<file path="src/rtl/cache_axi_bridge_if.sv">
`default_nettype none
// ============================================================================
//  Module      : cache_axi_bridge_if
//  Description : Cache-side line request port plus the five AXI master
//                channels of the cache-to-AXI bridge, bundled in one interface.
//  Revision    : 1.0
// ============================================================================
interface cache_axi_bridge_if;
    // cache side
    logic        mem_req;
    logic        mem_wen;
    logic        mem_awvalid;
    logic [31:0] mem_addr;
    logic [31:0] mem_wdata;
    logic        mem_wlast;
    logic        mem_addr_ok;
    logic        mem_data_ok;
    logic [31:0] mem_rdata;
    // AXI read address
    logic [3:0]  arid;
    logic [31:0] araddr;
    logic [7:0]  arlen;
    logic [2:0]  arsize;
    logic [1:0]  arburst;
    logic        arvalid;
    logic        arready;
    // AXI read data
    logic [3:0]  rid;
    logic [31:0] rdata;
    logic [1:0]  rresp;
    logic        rlast;
    logic        rvalid;
    logic        rready;
    // AXI write address
    logic [3:0]  awid;
    logic [31:0] awaddr;
    logic [7:0]  awlen;
    logic [2:0]  awsize;
    logic [1:0]  awburst;
    logic        awvalid;
    logic        awready;
    // AXI write data
    logic [31:0] wdata;
    logic [3:0]  wstrb;
    logic        wlast;
    logic        wvalid;
    logic        wready;
    // AXI write response
    logic [3:0]  bid;
    logic [1:0]  bresp;
    logic        bvalid;
    logic        bready;

    // bridge side
    modport master (
        input  mem_req, mem_wen, mem_awvalid, mem_addr, mem_wdata, mem_wlast,
        output mem_addr_ok, mem_data_ok, mem_rdata,
        output arid, araddr, arlen, arsize, arburst, arvalid,
        input  arready,
        input  rid, rdata, rresp, rlast, rvalid,
        output rready,
        output awid, awaddr, awlen, awsize, awburst, awvalid,
        input  awready,
        output wdata, wstrb, wlast, wvalid,
        input  wready,
        input  bid, bresp, bvalid,
        output bready
    );

    // cache + memory environment side
    modport slave (
        output mem_req, mem_wen, mem_awvalid, mem_addr, mem_wdata, mem_wlast,
        input  mem_addr_ok, mem_data_ok, mem_rdata,
        input  arid, araddr, arlen, arsize, arburst, arvalid,
        output arready,
        output rid, rdata, rresp, rlast, rvalid,
        input  rready,
        input  awid, awaddr, awlen, awsize, awburst, awvalid,
        output awready,
        input  wdata, wstrb, wlast, wvalid,
        output wready,
        output bid, bresp, bvalid,
        input  bready
    );
endinterface
`default_nettype wire

</file>
<file path="src/rtl/cache_axi_bridge.sv">
`default_nettype none
// ============================================================================
//  Module      : cache_axi_bridge
//  Description : Converts cache line refill / write-back requests into single
//                INCR AXI bursts, one transaction outstanding at a time.
//  Revision    : 1.0
// ============================================================================
module cache_axi_bridge #(
    parameter int         LINE_WORD = 8,
    parameter logic [3:0] AXI_ID    = 4'd1
) (
    input  wire logic             clk,
    input  wire logic             rst,
    cache_axi_bridge_if.master    bus_io
);

    localparam int              CNT_W     = (LINE_WORD > 1) ? $clog2(LINE_WORD) : 1;
    localparam logic [CNT_W-1:0] LAST_IDX = CNT_W'(LINE_WORD - 1);
    localparam logic [7:0]      BURST_LEN = 8'(LINE_WORD - 1);

    typedef enum logic [2:0] {
        IDLE       = 3'd0,
        RD_ADDR    = 3'd1,
        RD_DATA    = 3'd2,
        WR_COLLECT = 3'd3,
        WR_ADDR    = 3'd4,
        WR_DATA    = 3'd5,
        WR_RESP    = 3'd6
    } state_t;

    state_t             state_q, state_d;
    logic [31:0]        addr_q, addr_d;
    logic [CNT_W-1:0]   wcnt_q, wcnt_d;
    logic [CNT_W-1:0]   bcnt_q, bcnt_d;
    logic [31:0]        line_q [LINE_WORD];

    // State, captured line address and beat counters
    always_ff @(posedge clk) begin
        if (rst) begin
            state_q <= IDLE;
            addr_q  <= '0;
            wcnt_q  <= '0;
            bcnt_q  <= '0;
        end else begin
            state_q <= state_d;
            addr_q  <= addr_d;
            wcnt_q  <= wcnt_d;
            bcnt_q  <= bcnt_d;
        end
    end

    // Line buffer filled during write-back collection; contents need no reset
    always_ff @(posedge clk) begin
        if (state_q == WR_COLLECT) begin
            line_q[wcnt_q] <= bus_io.mem_wdata;
        end
    end

    // Next-state and output decode; all handshakes held low while in reset
    always_comb begin
        state_d            = state_q;
        addr_d             = addr_q;
        wcnt_d             = wcnt_q;
        bcnt_d             = bcnt_q;

        bus_io.mem_addr_ok = 1'b0;
        bus_io.mem_data_ok = 1'b0;
        bus_io.mem_rdata   = '0;

        bus_io.arid        = AXI_ID;
        bus_io.araddr      = addr_q;
        bus_io.arlen       = BURST_LEN;
        bus_io.arsize      = 3'b010;
        bus_io.arburst     = 2'b01;
        bus_io.arvalid     = 1'b0;
        bus_io.rready      = 1'b0;

        bus_io.awid        = AXI_ID;
        bus_io.awaddr      = addr_q;
        bus_io.awlen       = BURST_LEN;
        bus_io.awsize      = 3'b010;
        bus_io.awburst     = 2'b01;
        bus_io.awvalid     = 1'b0;

        bus_io.wdata       = line_q[bcnt_q];
        bus_io.wstrb       = 4'hF;
        bus_io.wlast       = 1'b0;
        bus_io.wvalid      = 1'b0;
        bus_io.bready      = 1'b0;

        if (!rst) begin
            case (state_q)
                IDLE: begin
                    bus_io.mem_addr_ok = bus_io.mem_req;
                    if (bus_io.mem_req) begin
                        addr_d  = {bus_io.mem_addr[31:5], 5'b0};
                        state_d = bus_io.mem_wen ? WR_COLLECT : RD_ADDR;
                    end
                end
                RD_ADDR: begin
                    bus_io.arvalid = 1'b1;
                    if (bus_io.arready) state_d = RD_DATA;
                end
                RD_DATA: begin
                    // Beats forwarded with no added latency; rresp is not inspected
                    bus_io.rready      = 1'b1;
                    bus_io.mem_data_ok = bus_io.rvalid;
                    bus_io.mem_rdata   = bus_io.rdata;
                    if (bus_io.rvalid && bus_io.rlast) state_d = IDLE;
                end
                WR_COLLECT: begin
                    bus_io.mem_data_ok = 1'b1;
                    if (wcnt_q == LAST_IDX) begin
                        wcnt_d  = '0;
                        state_d = WR_ADDR;
                    end else begin
                        wcnt_d  = wcnt_q + 1'b1;
                    end
                end
                WR_ADDR: begin
                    bus_io.awvalid = 1'b1;
                    if (bus_io.awready) state_d = WR_DATA;
                end
                WR_DATA: begin
                    bus_io.wvalid = 1'b1;
                    bus_io.wlast  = (bcnt_q == LAST_IDX);
                    if (bus_io.wready) begin
                        if (bcnt_q == LAST_IDX) begin
                            bcnt_d  = '0;
                            state_d = WR_RESP;
                        end else begin
                            bcnt_d  = bcnt_q + 1'b1;
                        end
                    end
                end
                WR_RESP: begin
                    // Holding off new requests here orders a following refill behind the write
                    bus_io.bready = 1'b1;
                    if (bus_io.bvalid) state_d = IDLE;
                end
                default: state_d = IDLE;
            endcase
        end
    end

endmodule
`default_nettype wire

</file>
<file path="src/flat_wrapper.sv">
// flat-port wrapper written by rule: the top's interface ports become plain ports
module cache_axi_bridge_flat 
#(
    parameter int         LINE_WORD = 8,
    parameter logic [3:0] AXI_ID    = 4'd1
)
  (clk, rst, bus_io_mem_req, bus_io_mem_wen, bus_io_mem_awvalid, bus_io_mem_addr, bus_io_mem_wdata, bus_io_mem_wlast, bus_io_mem_addr_ok, bus_io_mem_data_ok, bus_io_mem_rdata, bus_io_arid, bus_io_araddr, bus_io_arlen, bus_io_arsize, bus_io_arburst, bus_io_arvalid, bus_io_arready, bus_io_rid, bus_io_rdata, bus_io_rresp, bus_io_rlast, bus_io_rvalid, bus_io_rready, bus_io_awid, bus_io_awaddr, bus_io_awlen, bus_io_awsize, bus_io_awburst, bus_io_awvalid, bus_io_awready, bus_io_wdata, bus_io_wstrb, bus_io_wlast, bus_io_wvalid, bus_io_wready, bus_io_bid, bus_io_bresp, bus_io_bvalid, bus_io_bready);
  cache_axi_bridge_if bus_io_i ();
  input  wire logic clk;
  input  wire logic rst;
  input wire logic [$bits(bus_io_i.mem_req)-1:0] bus_io_mem_req;
  input wire logic [$bits(bus_io_i.mem_wen)-1:0] bus_io_mem_wen;
  input wire logic [$bits(bus_io_i.mem_awvalid)-1:0] bus_io_mem_awvalid;
  input wire logic [$bits(bus_io_i.mem_addr)-1:0] bus_io_mem_addr;
  input wire logic [$bits(bus_io_i.mem_wdata)-1:0] bus_io_mem_wdata;
  input wire logic [$bits(bus_io_i.mem_wlast)-1:0] bus_io_mem_wlast;
  output wire logic [$bits(bus_io_i.mem_addr_ok)-1:0] bus_io_mem_addr_ok;
  output wire logic [$bits(bus_io_i.mem_data_ok)-1:0] bus_io_mem_data_ok;
  output wire logic [$bits(bus_io_i.mem_rdata)-1:0] bus_io_mem_rdata;
  output wire logic [$bits(bus_io_i.arid)-1:0] bus_io_arid;
  output wire logic [$bits(bus_io_i.araddr)-1:0] bus_io_araddr;
  output wire logic [$bits(bus_io_i.arlen)-1:0] bus_io_arlen;
  output wire logic [$bits(bus_io_i.arsize)-1:0] bus_io_arsize;
  output wire logic [$bits(bus_io_i.arburst)-1:0] bus_io_arburst;
  output wire logic [$bits(bus_io_i.arvalid)-1:0] bus_io_arvalid;
  input wire logic [$bits(bus_io_i.arready)-1:0] bus_io_arready;
  input wire logic [$bits(bus_io_i.rid)-1:0] bus_io_rid;
  input wire logic [$bits(bus_io_i.rdata)-1:0] bus_io_rdata;
  input wire logic [$bits(bus_io_i.rresp)-1:0] bus_io_rresp;
  input wire logic [$bits(bus_io_i.rlast)-1:0] bus_io_rlast;
  input wire logic [$bits(bus_io_i.rvalid)-1:0] bus_io_rvalid;
  output wire logic [$bits(bus_io_i.rready)-1:0] bus_io_rready;
  output wire logic [$bits(bus_io_i.awid)-1:0] bus_io_awid;
  output wire logic [$bits(bus_io_i.awaddr)-1:0] bus_io_awaddr;
  output wire logic [$bits(bus_io_i.awlen)-1:0] bus_io_awlen;
  output wire logic [$bits(bus_io_i.awsize)-1:0] bus_io_awsize;
  output wire logic [$bits(bus_io_i.awburst)-1:0] bus_io_awburst;
  output wire logic [$bits(bus_io_i.awvalid)-1:0] bus_io_awvalid;
  input wire logic [$bits(bus_io_i.awready)-1:0] bus_io_awready;
  output wire logic [$bits(bus_io_i.wdata)-1:0] bus_io_wdata;
  output wire logic [$bits(bus_io_i.wstrb)-1:0] bus_io_wstrb;
  output wire logic [$bits(bus_io_i.wlast)-1:0] bus_io_wlast;
  output wire logic [$bits(bus_io_i.wvalid)-1:0] bus_io_wvalid;
  input wire logic [$bits(bus_io_i.wready)-1:0] bus_io_wready;
  input wire logic [$bits(bus_io_i.bid)-1:0] bus_io_bid;
  input wire logic [$bits(bus_io_i.bresp)-1:0] bus_io_bresp;
  input wire logic [$bits(bus_io_i.bvalid)-1:0] bus_io_bvalid;
  output wire logic [$bits(bus_io_i.bready)-1:0] bus_io_bready;
  assign bus_io_i.mem_req = bus_io_mem_req;
  assign bus_io_i.mem_wen = bus_io_mem_wen;
  assign bus_io_i.mem_awvalid = bus_io_mem_awvalid;
  assign bus_io_i.mem_addr = bus_io_mem_addr;
  assign bus_io_i.mem_wdata = bus_io_mem_wdata;
  assign bus_io_i.mem_wlast = bus_io_mem_wlast;
  assign bus_io_mem_addr_ok = bus_io_i.mem_addr_ok;
  assign bus_io_mem_data_ok = bus_io_i.mem_data_ok;
  assign bus_io_mem_rdata = bus_io_i.mem_rdata;
  assign bus_io_arid = bus_io_i.arid;
  assign bus_io_araddr = bus_io_i.araddr;
  assign bus_io_arlen = bus_io_i.arlen;
  assign bus_io_arsize = bus_io_i.arsize;
  assign bus_io_arburst = bus_io_i.arburst;
  assign bus_io_arvalid = bus_io_i.arvalid;
  assign bus_io_i.arready = bus_io_arready;
  assign bus_io_i.rid = bus_io_rid;
  assign bus_io_i.rdata = bus_io_rdata;
  assign bus_io_i.rresp = bus_io_rresp;
  assign bus_io_i.rlast = bus_io_rlast;
  assign bus_io_i.rvalid = bus_io_rvalid;
  assign bus_io_rready = bus_io_i.rready;
  assign bus_io_awid = bus_io_i.awid;
  assign bus_io_awaddr = bus_io_i.awaddr;
  assign bus_io_awlen = bus_io_i.awlen;
  assign bus_io_awsize = bus_io_i.awsize;
  assign bus_io_awburst = bus_io_i.awburst;
  assign bus_io_awvalid = bus_io_i.awvalid;
  assign bus_io_i.awready = bus_io_awready;
  assign bus_io_wdata = bus_io_i.wdata;
  assign bus_io_wstrb = bus_io_i.wstrb;
  assign bus_io_wlast = bus_io_i.wlast;
  assign bus_io_wvalid = bus_io_i.wvalid;
  assign bus_io_i.wready = bus_io_wready;
  assign bus_io_i.bid = bus_io_bid;
  assign bus_io_i.bresp = bus_io_bresp;
  assign bus_io_i.bvalid = bus_io_bvalid;
  assign bus_io_bready = bus_io_i.bready;
  cache_axi_bridge #(.LINE_WORD(LINE_WORD), .AXI_ID(AXI_ID)) u_core (.clk(clk), .rst(rst), .bus_io(bus_io_i));
endmodule
</file>
<file path="config.mk">
export PLATFORM = sky130hd
export DESIGN_NAME = cache_axi_bridge_flat
export DESIGN_NICKNAME = d
export VERILOG_FILES = /design/src/rtl/cache_axi_bridge_if.sv /design/src/rtl/cache_axi_bridge.sv /design/src/flat_wrapper.sv
export SDC_FILE = /design/constraint.sdc
export NUM_CORES = 1
export LEC_CHECK = 0
export BUFFER_PORTS_ARGS = -buffer_cell sky130_fd_sc_hd__buf_4
export CAP_MARGIN = 20
export CORE_MARGIN = 1.5
export CORE_UTILIZATION = 50
export CTS_CLUSTER_SIZE = 40
export DETAILED_ROUTE_END_ITERATION = 12
export GPL_TIMING_DRIVEN = 0
export PLACE_DENSITY = 0.85
export SYNTH_ARGS = -nofsm -noshare
export SYNTH_HDL_FRONTEND = slang
export SYNTH_SLANG_ARGS = --single-unit
</file>
<file path="constraint.sdc">
create_clock -name clk -period 10.32 [get_ports clk]
set_clock_uncertainty 0.2 [all_clocks]
set_input_delay 1.032 -clock clk [delete_from_list [all_inputs] [get_ports clk]]
set_output_delay 1.032 -clock clk [all_outputs]
set_load 0.005 [all_outputs]
</file>
# After elaboration in Yosys (flattened, before gate mapping)
# Memory sizes are Yosys's and may differ from the RTL's. A register that Yosys moved wholly into a read port is not among the register bits.
# Index checks and enable logic that the tools add are counted.
[word_totals]
reg_bits = 36
mem_bits_rw = 256
inputBits = 120
memories = 1
[op_classes]
addsub = 2
eq_ne = 16
muxes = 34
reduce_logical = 5
[memory_table]
columns = ["memory", "words", "word_bits", "rd", "rd_ports_with_merged_regs", "wr", "line_no", "text"]
rows = [
  ["u_core.line_q", 8, 32, 1, 1, 1, "cache_axi_bridge.sv:35", "logic [31:0] line_q [LINE_WORD];"],
]
[ops]
columns = ["operator", "count"]
rows = [
  ["two-way mux 32 bit", 2],
  ["two-way mux 3 bit", 12],
  ["one-hot mux 3 bit (7 select lines)", 1],
  ["two-way mux 1 bit", 17],
  ["== test 3 bit, second input constant", 5],
  ["!= test 2 bit, second input constant", 6],
  ["AND reduction 8 bit", 1],
  ["adder 3 x 1 -> 3 bit, second input constant", 2],
  ["== test 3 x 2 -> 1 bit, second input constant", 2],
  ["!= test 2 x 1 -> 1 bit, second input constant", 2],
  ["AND reduction 2 bit", 2],
  ["== test 3 x 1 -> 1 bit, second input constant", 1],
  ["zero test 3 bit", 1],
  ["two-way mux 2 bit", 1],
  ["one-hot mux 1 bit (2 select lines)", 1],
  ["logical AND 1 bit", 1],
]

# Depth between registers and ports, before layout
# Gate-level depths: netlist of run 1.
[depth]
word_depth = 4
depth_mapped = 6
mapped_depth_nobuf = 5

# Least setup slack after synthesis of run 1
# Ideal clock, no wire load.
[synth_timing]
kind = "flip-flop to flip-flop"
from = "register u_core.state_q[2]"
to = "memory u_core.line_q[0][0], enable pin"
setup_ns = 0.502
arrival_time_ns = 3.853
t_required_ns = 9.618
slack_ns = 5.765
path_stages_with_launch = 4
n_path_buf = 1
cell_sequence = "dfxtp_1 > buf_2 > nand3b_1 > nor4_1"
[synth_via]
elab_chain_len = 3
[synth_lines]
columns = ["element", "line_no", "text"]
rows = [
  ["start: declaration", "cache_axi_bridge.sv:31", "state_t state_q, state_d;"],
  ["start signal: assignment", "cache_axi_bridge.sv:45", "state_q <= state_d;"],
  ["== test 3 x 2 -> 1 bit", "cache_axi_bridge.sv:54", "if (state_q == WR_COLLECT) begin"],
  ["two-way mux 1 bit", "cache_axi_bridge.sv:54", ""],
  ["two-way mux 1 bit (not written as such)", "cache_axi_bridge.sv:55", "line_q[wcnt_q] <= bus_io.mem_wdata;"],
  ["end: declaration", "cache_axi_bridge.sv:35", ""],
]
# Every way passes these cells.

==> results of run 1 <==
## worst register-to-register path, cell delays in order (launching register included)
cell,delay [ns]
dfxtp_1,0.36
buf_2,0.22
nand3b_1,0.34
nor4_2,0.68
buf_4,0.29
buf_6,0.16
buf_4,0.20
## final cells by class
type                            instances  share of cell area, %
Clock buffer                           34                   4.73
Inverter                                2                 0.0477
Buffer                                108                   4.83
Multi-Input combinational cell        326                   19.9
Tap cell                              319                   2.54
Clock inverter                         19                   1.77
Sequential cell                       295                   53.8
Timing Repair Buffer                  246                   12.4
## power groups by stage
stage / Clock, W / Combinational (W) / Sequential (W)
after detailed placement: 0 / 0.000162 / 0.00134
after CTS: 0.00114 / 0.000162 / 0.00132
after global routing: 0.00119 / 0.000178 / 0.00132
after floorplan: 0 / 0.0000701 / 0.00134
final: 0.00112 / 0.000162 / 0.00132
after global placement: 0 / 0.000156 / 0.00134
## cell usage in the layout, fill, tap and decap left out, drive strengths merged, types with 2 or more instances in the layout
master	Yosys	routed
bufinv	0	7
mux2	32	32
and3	2	2
buf	95	341
clkinv	0	10
edfxtp	256	256
nand3	2	2
mux2i	3	3
and2	34	34
o21ai	2	2
ha	4	4
clkbuf	13	47
inv	2	3
conb	2	48
a21oi	31	31
nand2	62	62
nor2	15	15
nor3	10	10
mux4	64	64
or4	2	2
dfxtp	39	39
nand2b	4	4
## per-stage QoR
step           hold slack, ns  total power (W)  area [µm²]  setup slack (ns)  std cells
2_1_floorplan           0.266          0.00141       12300              5.77        731
3_3_place_gp            0.264          0.00150       14400              2.88       1276
3_5_place_dp            0.270          0.00150       14700              6.76       1296
4_1_cts                 0.282          0.00262       15700              6.54       1349
5_1_grt                 0.299          0.00268       15700              6.44       1349
6_report                0.282          0.00260       15700              6.59       1349
## worst max path at each step
stage,startpoint,to,cells after the start
5_1_grt,register,bus_io_wdata[2],5
3_3_place_gp,u_core.state_q[0],u_core.line_q[0][16],3
2_1_floorplan,u_core.state_q[2],u_core.line_q[0][0],3
3_5_place_dp,rst,bus_io_mem_addr_ok,5
6_report,register,bus_io_wdata[2],5
4_1_cts,register,bus_io_wdata[2],5
## registers in the layout, indices dropped and copies added (netlist names), named ones only
signal / flops
u_core.state_q: 3
u_core.wcnt_q: 3
u_core.bcnt_q: 3
u_core.bus_io.araddr: 27
u_core.line_q: 256
## kinds of logic (layout without fill, tap and decap cells)
family	after synthesis	after routing	synth area share (%)
multiplexers	99	99	16.4
adder cells (fa/ha/maj)	4	4	0.412
AND/OR/NAND/NOR	134	134	5.24
AO/OA/AOI/OAI	41	41	1.88
flip-flops	295	295	69.7
other	2	48	0.0618
buffers and inverters	110	409	6.32
## metal layers
metal  part of all wire (%)  wire length [µm]  vias up  global-route usage, %
met2                     52             13600      260                   36.2
met3                    5.3              1390       42                   3.00
met1                     41             10700     3367                   27.1
met4                    2.2               568        0                   5.27
met5                      0                 0        -                      0
li1                       -                 -     3178                      -
==> reports/results.env, run 1 <==
RUN_STATUS='finished clean'
WL_PER_CELL_UM=19.5
NUMPORTBUFFERS=226
SYNTHESIS.AREA_PER_INSTANCE_UM2=17.7
WORST-ENDPOINT-ARRIVAL_NS=2.50
WORSTSETUPENDPOINTTYPE='output port'
POWER.SWITCHING_FRACTION_PCT=19.7
TOTAL_AREA_OF_MULTI_INPUT_COMBINATIONAL_CELLS_UM2=3130
SYNTH_AREA_LEADERS='edfxtp_1 (63%), mux4_2 (6.9%), dfxtp_1 (6.4%)'
MAPPEDNETLISTAREA_UM2=12100
PERIOD_NEEDED_NS=3.73
DR.PASS1.ITERS=4
YS_WARN_COUNT=0
MIN_TO='u_core.bus_io.araddr[9]'
DRT_ITER0_DRC=470
WORST_R2R_STARTPOINT='u_core.state_q[0]'
SYNTH-SEQ-AREA-SHARE_PCT=69.7
WORST_SETUP_HOLD_PATH_CLK_SLEW_NS=0.06
PWR_DENSITY_CELL_nW_PER_UM2=165
RSZ0062_AT_GRT='no'
CTS_TREE='done'
COUNT_OF_MAX_CAP_CONSTRAINT_VIOLATIONS=0
NUM_VIAS=6847
FINAL_MAX_SLEW_VIOL_COUNT=0
DIE_AREA_UM2=25200
CRITICAL_PATH_PEAK_FANOUT=10
MIN_PATH_CELLS=2
FINISH.NET_COUNT=1132
CTS.SINK_COUNT=295
POSTSYNTHREGISTERBITS=295
SWITCHINGPOWER_W=0.000512
FINAL_HOLD_FAILS=0
HOLD_PATH_CLASS='reg2reg'
CRITICAL_PATH_DATA_REQUIRED_TIME_NS=9.09
TIMING.SETUP.TNS_NS=0
YS_TOP_CELLS_BY_COUNT='edfxtp_1 (256), buf_4 (75), nand2_1 (62)'
DIE_Y_UM=159
CRIT_PATH_CELL_TRACE='clkbuf_2 > buf_1 > mux4_2 > mux2_2 > buf_4'
P_LEAK_nW=5.98
CTS_HOLD_BUFFERS=0
ASYNCSETRESETFLOPFRACSYNTH_PCT=0
WORST_R2R_PATH_DEPTH=6
CRIT-REG2REG-CAPTURE='u_core.line_q[0][14]'
CLOCK.FMAX_GHz=0.268
POST_ROUTE_WL_UM=26300
MIN-DELAY-START='u_core.bus_io.araddr[9]'
GRT_USE_TOTAL_PCT=20.6
AREAGROWTHSYNTHTOFINISH_PCT=29.5
ANTENNA-DIODE-COUNT=0
POWER.SHARE.COMBINATIONAL_PCT=6.2
FLOORPLAN.CORE_AREA_UM2=23700
TIMING.CRITICAL_PATH.SLOWEST_CELL_DELAY_NS=0.55
PIN_COUNT=294
WORST_PATH_TOP_CELL_FAMILY_BY_DELAY='buffers and inverters'
CRITPATHLAUNCHTYPE='register'
MOST_USED_STANDARD_CELL_BY_INSTANCE_COUNT_AFTER_SYNTHESIS='edfxtp_1'
CTS_MADE_BUFFERS=29
FIRST_PASS_GRT_WIRE_LENGTH_UM=39900
DOMINANTREGCELLSYNTH='edfxtp_1'
YOSYSTOPAREACELL='edfxtp_1'
FINALSETUPVIOLATIONS=0
POSTCTSRESIZEDCELLS=0
DRC=0
CLOCK_PATH_BUFFERS=3
ANTENNA_FOUND_INITIAL=0
OVERALL_DIE_WIDTH_UM=159
REG2REG_SLACK_NS=7.59
INITIAL_CORE_UTIL_PCT=51.3
DP.FINAL_HPWL_UM=18100
WORST_PATH_MAX_DELAY_CELL='buf_1'
CTSROOTBUFFERMASTER='clkbuf_16'
SEQUENTIALPOWERSHARE_PCT=50.6
SHARE_CLK_OF_TOTAL_POWER_PCT=43.1
GLOBALROUTEOVERFLOWTOTAL=0
VDD.IR_DROP.WORST_uV=119
WORSTMARGINPINSLEW_NS=0.921
SEQUENTIAL_CELL_AREA_UM2=8470
VIAS_PER_CELL=5.08
GP_CONGESTION=0.829
NUMBER_OF_FLOPS_MAPPED_TO_ENABLE_CELLS_BY_YOSYS=256
FINAL.FILL_COUNT=1624
ROWS=56
CRIT_SHARE_POST_ROUTE_PCT=36.1
CRIT_BUF_INV=3
MAXSLEWHEADROOM_PCT=38.6
SYNTH_TOP_CELL_AREA_SHARE_PCT=63.3
SYNTHESIS.INSTANCES=685
DRIVE_GT1_SHARE_PCT=44.5
POSTCTSSETUPBUFFERS=0
LAYOUT.CORE_UTILIZATION_PCT=66.4
CATEGORY_OF_THE_CRITICAL_SETUP_TIMING_PATH='reg2out'
GRT_PASS1_VIAS=7029
SYNTHDISTINCTLIBCELLS=38
ROUTE.ANTENNA.REMAINING_NETS=0
CELL_INT_POWER_W=0.00209
GRT_MAX_DEGREE=21
CLOCK_INSERTION_DELAY_WORST_SKEW_NS=0.54
HTREE_NUM_LEVELS=1
No activity file was read; power rests on OpenSTA's default activity.
==> run 2: changes to the inputs <==
- CORE_UTILIZATION: 50 -> 48
- PLACE_DENSITY: 0.85 -> 0.86
- clock period: 10.32 -> 3.1 ns (I/O delays scaled with it)
==> run 2 against run 1 <==
Global-route usage grew 0.27 points. Setup slack lost 6.5 ns. First-iteration DRC count shrank 2.8%. Combinational power grew to 3.8 times the previous value. Worst hold slack lost 0.087 ns. Cell count grew 5.6%. Critical path type unchanged. Largest power group unchanged. Highest routed layer unchanged.
==> reports/results.env, run 2 (synthesized netlist as in run 1, its figures left out) <==
GP_CONGESTION=0.810  # -2.2%
DRC=0  # unchanged
PWR_DENSITY_CELL_nW_PER_UM2=523  # +220%
MET3WIRELENGTH_UM=1540  # +10%
GRT_MAX_DEGREE=19  # -9.5%
VIAS_PER_CELL=5.12  # +0.81%
CRIT-REG2REG-CAPTURE='u_core.line_q[6][26]'
POST_ROUTE_WL_UM=27600  # +5.0%
NUMPORTBUFFERS=226  # unchanged
INITIAL_CORE_UTIL_PCT=48.5  # -2.8 points
WORSTMARGINPINSLEW_NS=0.939  # +0.0174 ns
WORST_R2R_STARTPOINT='u_core.state_q[0]'
STDCELL_AREA_UM2=16400  # +4.5%
MOSTFREQUENTLAYOUTCELLS='buf_4 (301), edfxtp_1 (256), dlygate4sd3_1 (65)'
CRIT_SHARE_POST_ROUTE_PCT=95.7
CATEGORY_OF_THE_CRITICAL_SETUP_TIMING_PATH='reg2out'
WORST-ENDPOINT-ARRIVAL_NS=2.46  # -0.04 ns
DPL_CELL_AREA_UM2=14800  # +0.57%
CLOCK_PATH_BUFFERS=3  # unchanged
MIN_PATH_CELLS=4  # +2
MAXSLEWHEADROOM_PCT=37.4  # -1.2 points
LARGEST_REGISTER_FF_COUNT=256  # unchanged
DIE_AREA_UM2=26300  # +4.1%
CTSROOTBUFFERMASTER='clkbuf_16'
PIN_COUNT=294  # unchanged
NUM_VIAS=7291  # +6.5%
ROWS=58  # +3.6%
DIE_Y_UM=162  # +2.0%
M1WIRELENGTH_UM=10900  # +1.9%
DP_WORST_SETUP_SLACK_NS=0.399  # -6.37 ns
FINAL_CRITICAL_PATH_SETUP_SLACK_NS=0.135  # -6.46 ns
FINAL.FILL_COUNT=1670  # +2.8%
VDD.IR_DROP.WORST_uV=393  # +230%
REG2REG_SLACK_NS=0.36  # -7.23 ns
PERIOD_NEEDED_NS=2.97
DR.PASS1.ITERS=5  # +1
CRITICAL_PATH_DATA_REQUIRED_TIME_NS=2.59  # -6.50 ns
GRT_PASS1_VIAS=7371  # +4.9%
P_LEAK_nW=6.26  # +4.7%
GLOBALROUTEOVERFLOWTOTAL=0  # unchanged
TIMING.SETUP.TNS_NS=0  # unchanged
LAYOUTNONFILLERINSTCOUNT=1425  # +5.6%
WORST_R2R_PATH_DEPTH=5  # -1
HIGHEST-SIGNAL-LAYER='met4'
DRT_ITER0_DRC=457  # -2.8%
ROUTE.ANTENNA.REMAINING_NETS=0  # unchanged
FINISH.NET_COUNT=1196  # +5.7%
FINAL_HOLD_FAILS=0  # unchanged
RSZ0062_AT_GRT='no'
AREAGROWTHSYNTHTOFINISH_PCT=35.4
MIN-DELAY-START='bus_io_wready'
FINAL_COMMON_CELL='buf_4'
GRT_USE_TOTAL_PCT=20.9  # +0.27 points
DP.FINAL_HPWL_UM=18100  # +0.20%
ANTENNA_FOUND_INITIAL=0  # unchanged
CLOCK_INSERTION_DELAY_WORST_SKEW_NS=0.53  # about the same
MAX_FLOP_REGISTER='u_core.line_q'
CTS.SINK_COUNT=295  # unchanged
PLACED_CELLS_INCL_TAPS=1305  # +0.69%
COUNT_OF_MAX_CAP_CONSTRAINT_VIOLATIONS=0  # unchanged
HOLD_PATH_CLASS='in2reg'
ANTENNA-DIODE-COUNT=0  # unchanged
CLOCK.FMAX_GHz=0.337
CRITICAL_PATH_PEAK_FANOUT=10  # unchanged
WORST_SETUP_HOLD_PATH_CLK_SLEW_NS=0.06  # about the same
FINAL_MAX_SLEW_VIOL_COUNT=0  # unchanged
FIRST_PASS_GRT_WIRE_LENGTH_UM=41500  # +4.2%
RUN_STATUS='finished clean'
MET2_LENGTH_UM=14500  # +6.7%
FINALSETUPVIOLATIONS=0  # unchanged
WL_PER_CELL_UM=19.3  # -0.60%
OVERALL_DIE_WIDTH_UM=162  # +2.0%
WORSTSETUPENDPOINTTYPE='output port'
DRIVE_GT1_SHARE_PCT=42.4  # -2.1 points
CTS_TREE='done'
HTREE_NUM_LEVELS=1  # unchanged
TOTAL_POWER_W=0.00860  # +230%
FLOORPLAN.CORE_AREA_UM2=25000  # +5.7%
CRITPATHLAUNCHTYPE='register'
CTS_MADE_BUFFERS=30  # +3.4%
==> run 2: worst max path at each step <==
stage / depth (start not counted) / start / endpoint
after global placement: 3 / u_core.state_q[0] / u_core.line_q[4][18]
after CTS: 5 / register / bus_io_wdata[19]
final: 5 / register / bus_io_wdata[19]
after floorplan: 3 / u_core.state_q[2] / u_core.line_q[2][0]
after detailed placement: 5 / u_core.state_q[0] / u_core.line_q[6][13]
after global routing: 5 / register / bus_io_wdata[19]
==> run 2: area by class of cell <==
type / instances / area (µm²) / area share [%]
flip-flops and latches: 295 / 8470 / 51.5
clock inverters: 23 / 236 / 1.44
inverters: 2 / 7.51 / 0.0456
repair buffers: 309 / 2650 / 16.1
multi-input cells: 326 / 3150 / 19.1
clock buffers: 32 / 758 / 4.61
plain buffers: 108 / 763 / 4.64
well taps: 330 / 413 / 2.51
==> run 2: layer usage <==
metal  global-route usage [%]  vias up
li1                         -     3305
met1                     26.3     3662
met2                     37.3      280
met3                     3.60       44
met4                     5.84        0
met5                        0        -
==> run 2: through the flow <==
stage | utilization, % | hold slack [ns]
after floorplan | - | 0.209
after global placement | 57.7 | 0.264
after detailed placement | 59.1 | 0.267
after CTS | 65.7 | 0.169
after global routing | 65.7 | 0.218
final | 65.7 | 0.195
==> run 2: timing repair <==
action                                 CTS  global route
setup endpoints to repair               11             0
endpoints found under the hold margin  286             0
buffers inserted                         0             0
resized for setup                        2             0
hold buffers                            65             0
==> run 2: worst max-delay path: stages (launching register included) <==
cell and delay (ns):
dfxtp_1 0.31, clkbuf_2 0.26, buf_1 0.51, mux4_1 0.43, mux2_4 0.28, buf_4 0.14
==> run 2: power by group <==
part | leakage (nW) | internal [W] | total (W) | switching (W)
registers | 2.62 | 0.00435 | 0.00439 | 0.0000384
clock network | 0.486 | 0.00211 | 0.00359 | 0.00148
logic | 3.16 | 0.000365 | 0.000620 | 0.000254
total | 6.26 | 0.00683 | 0.00860 | 0.00177
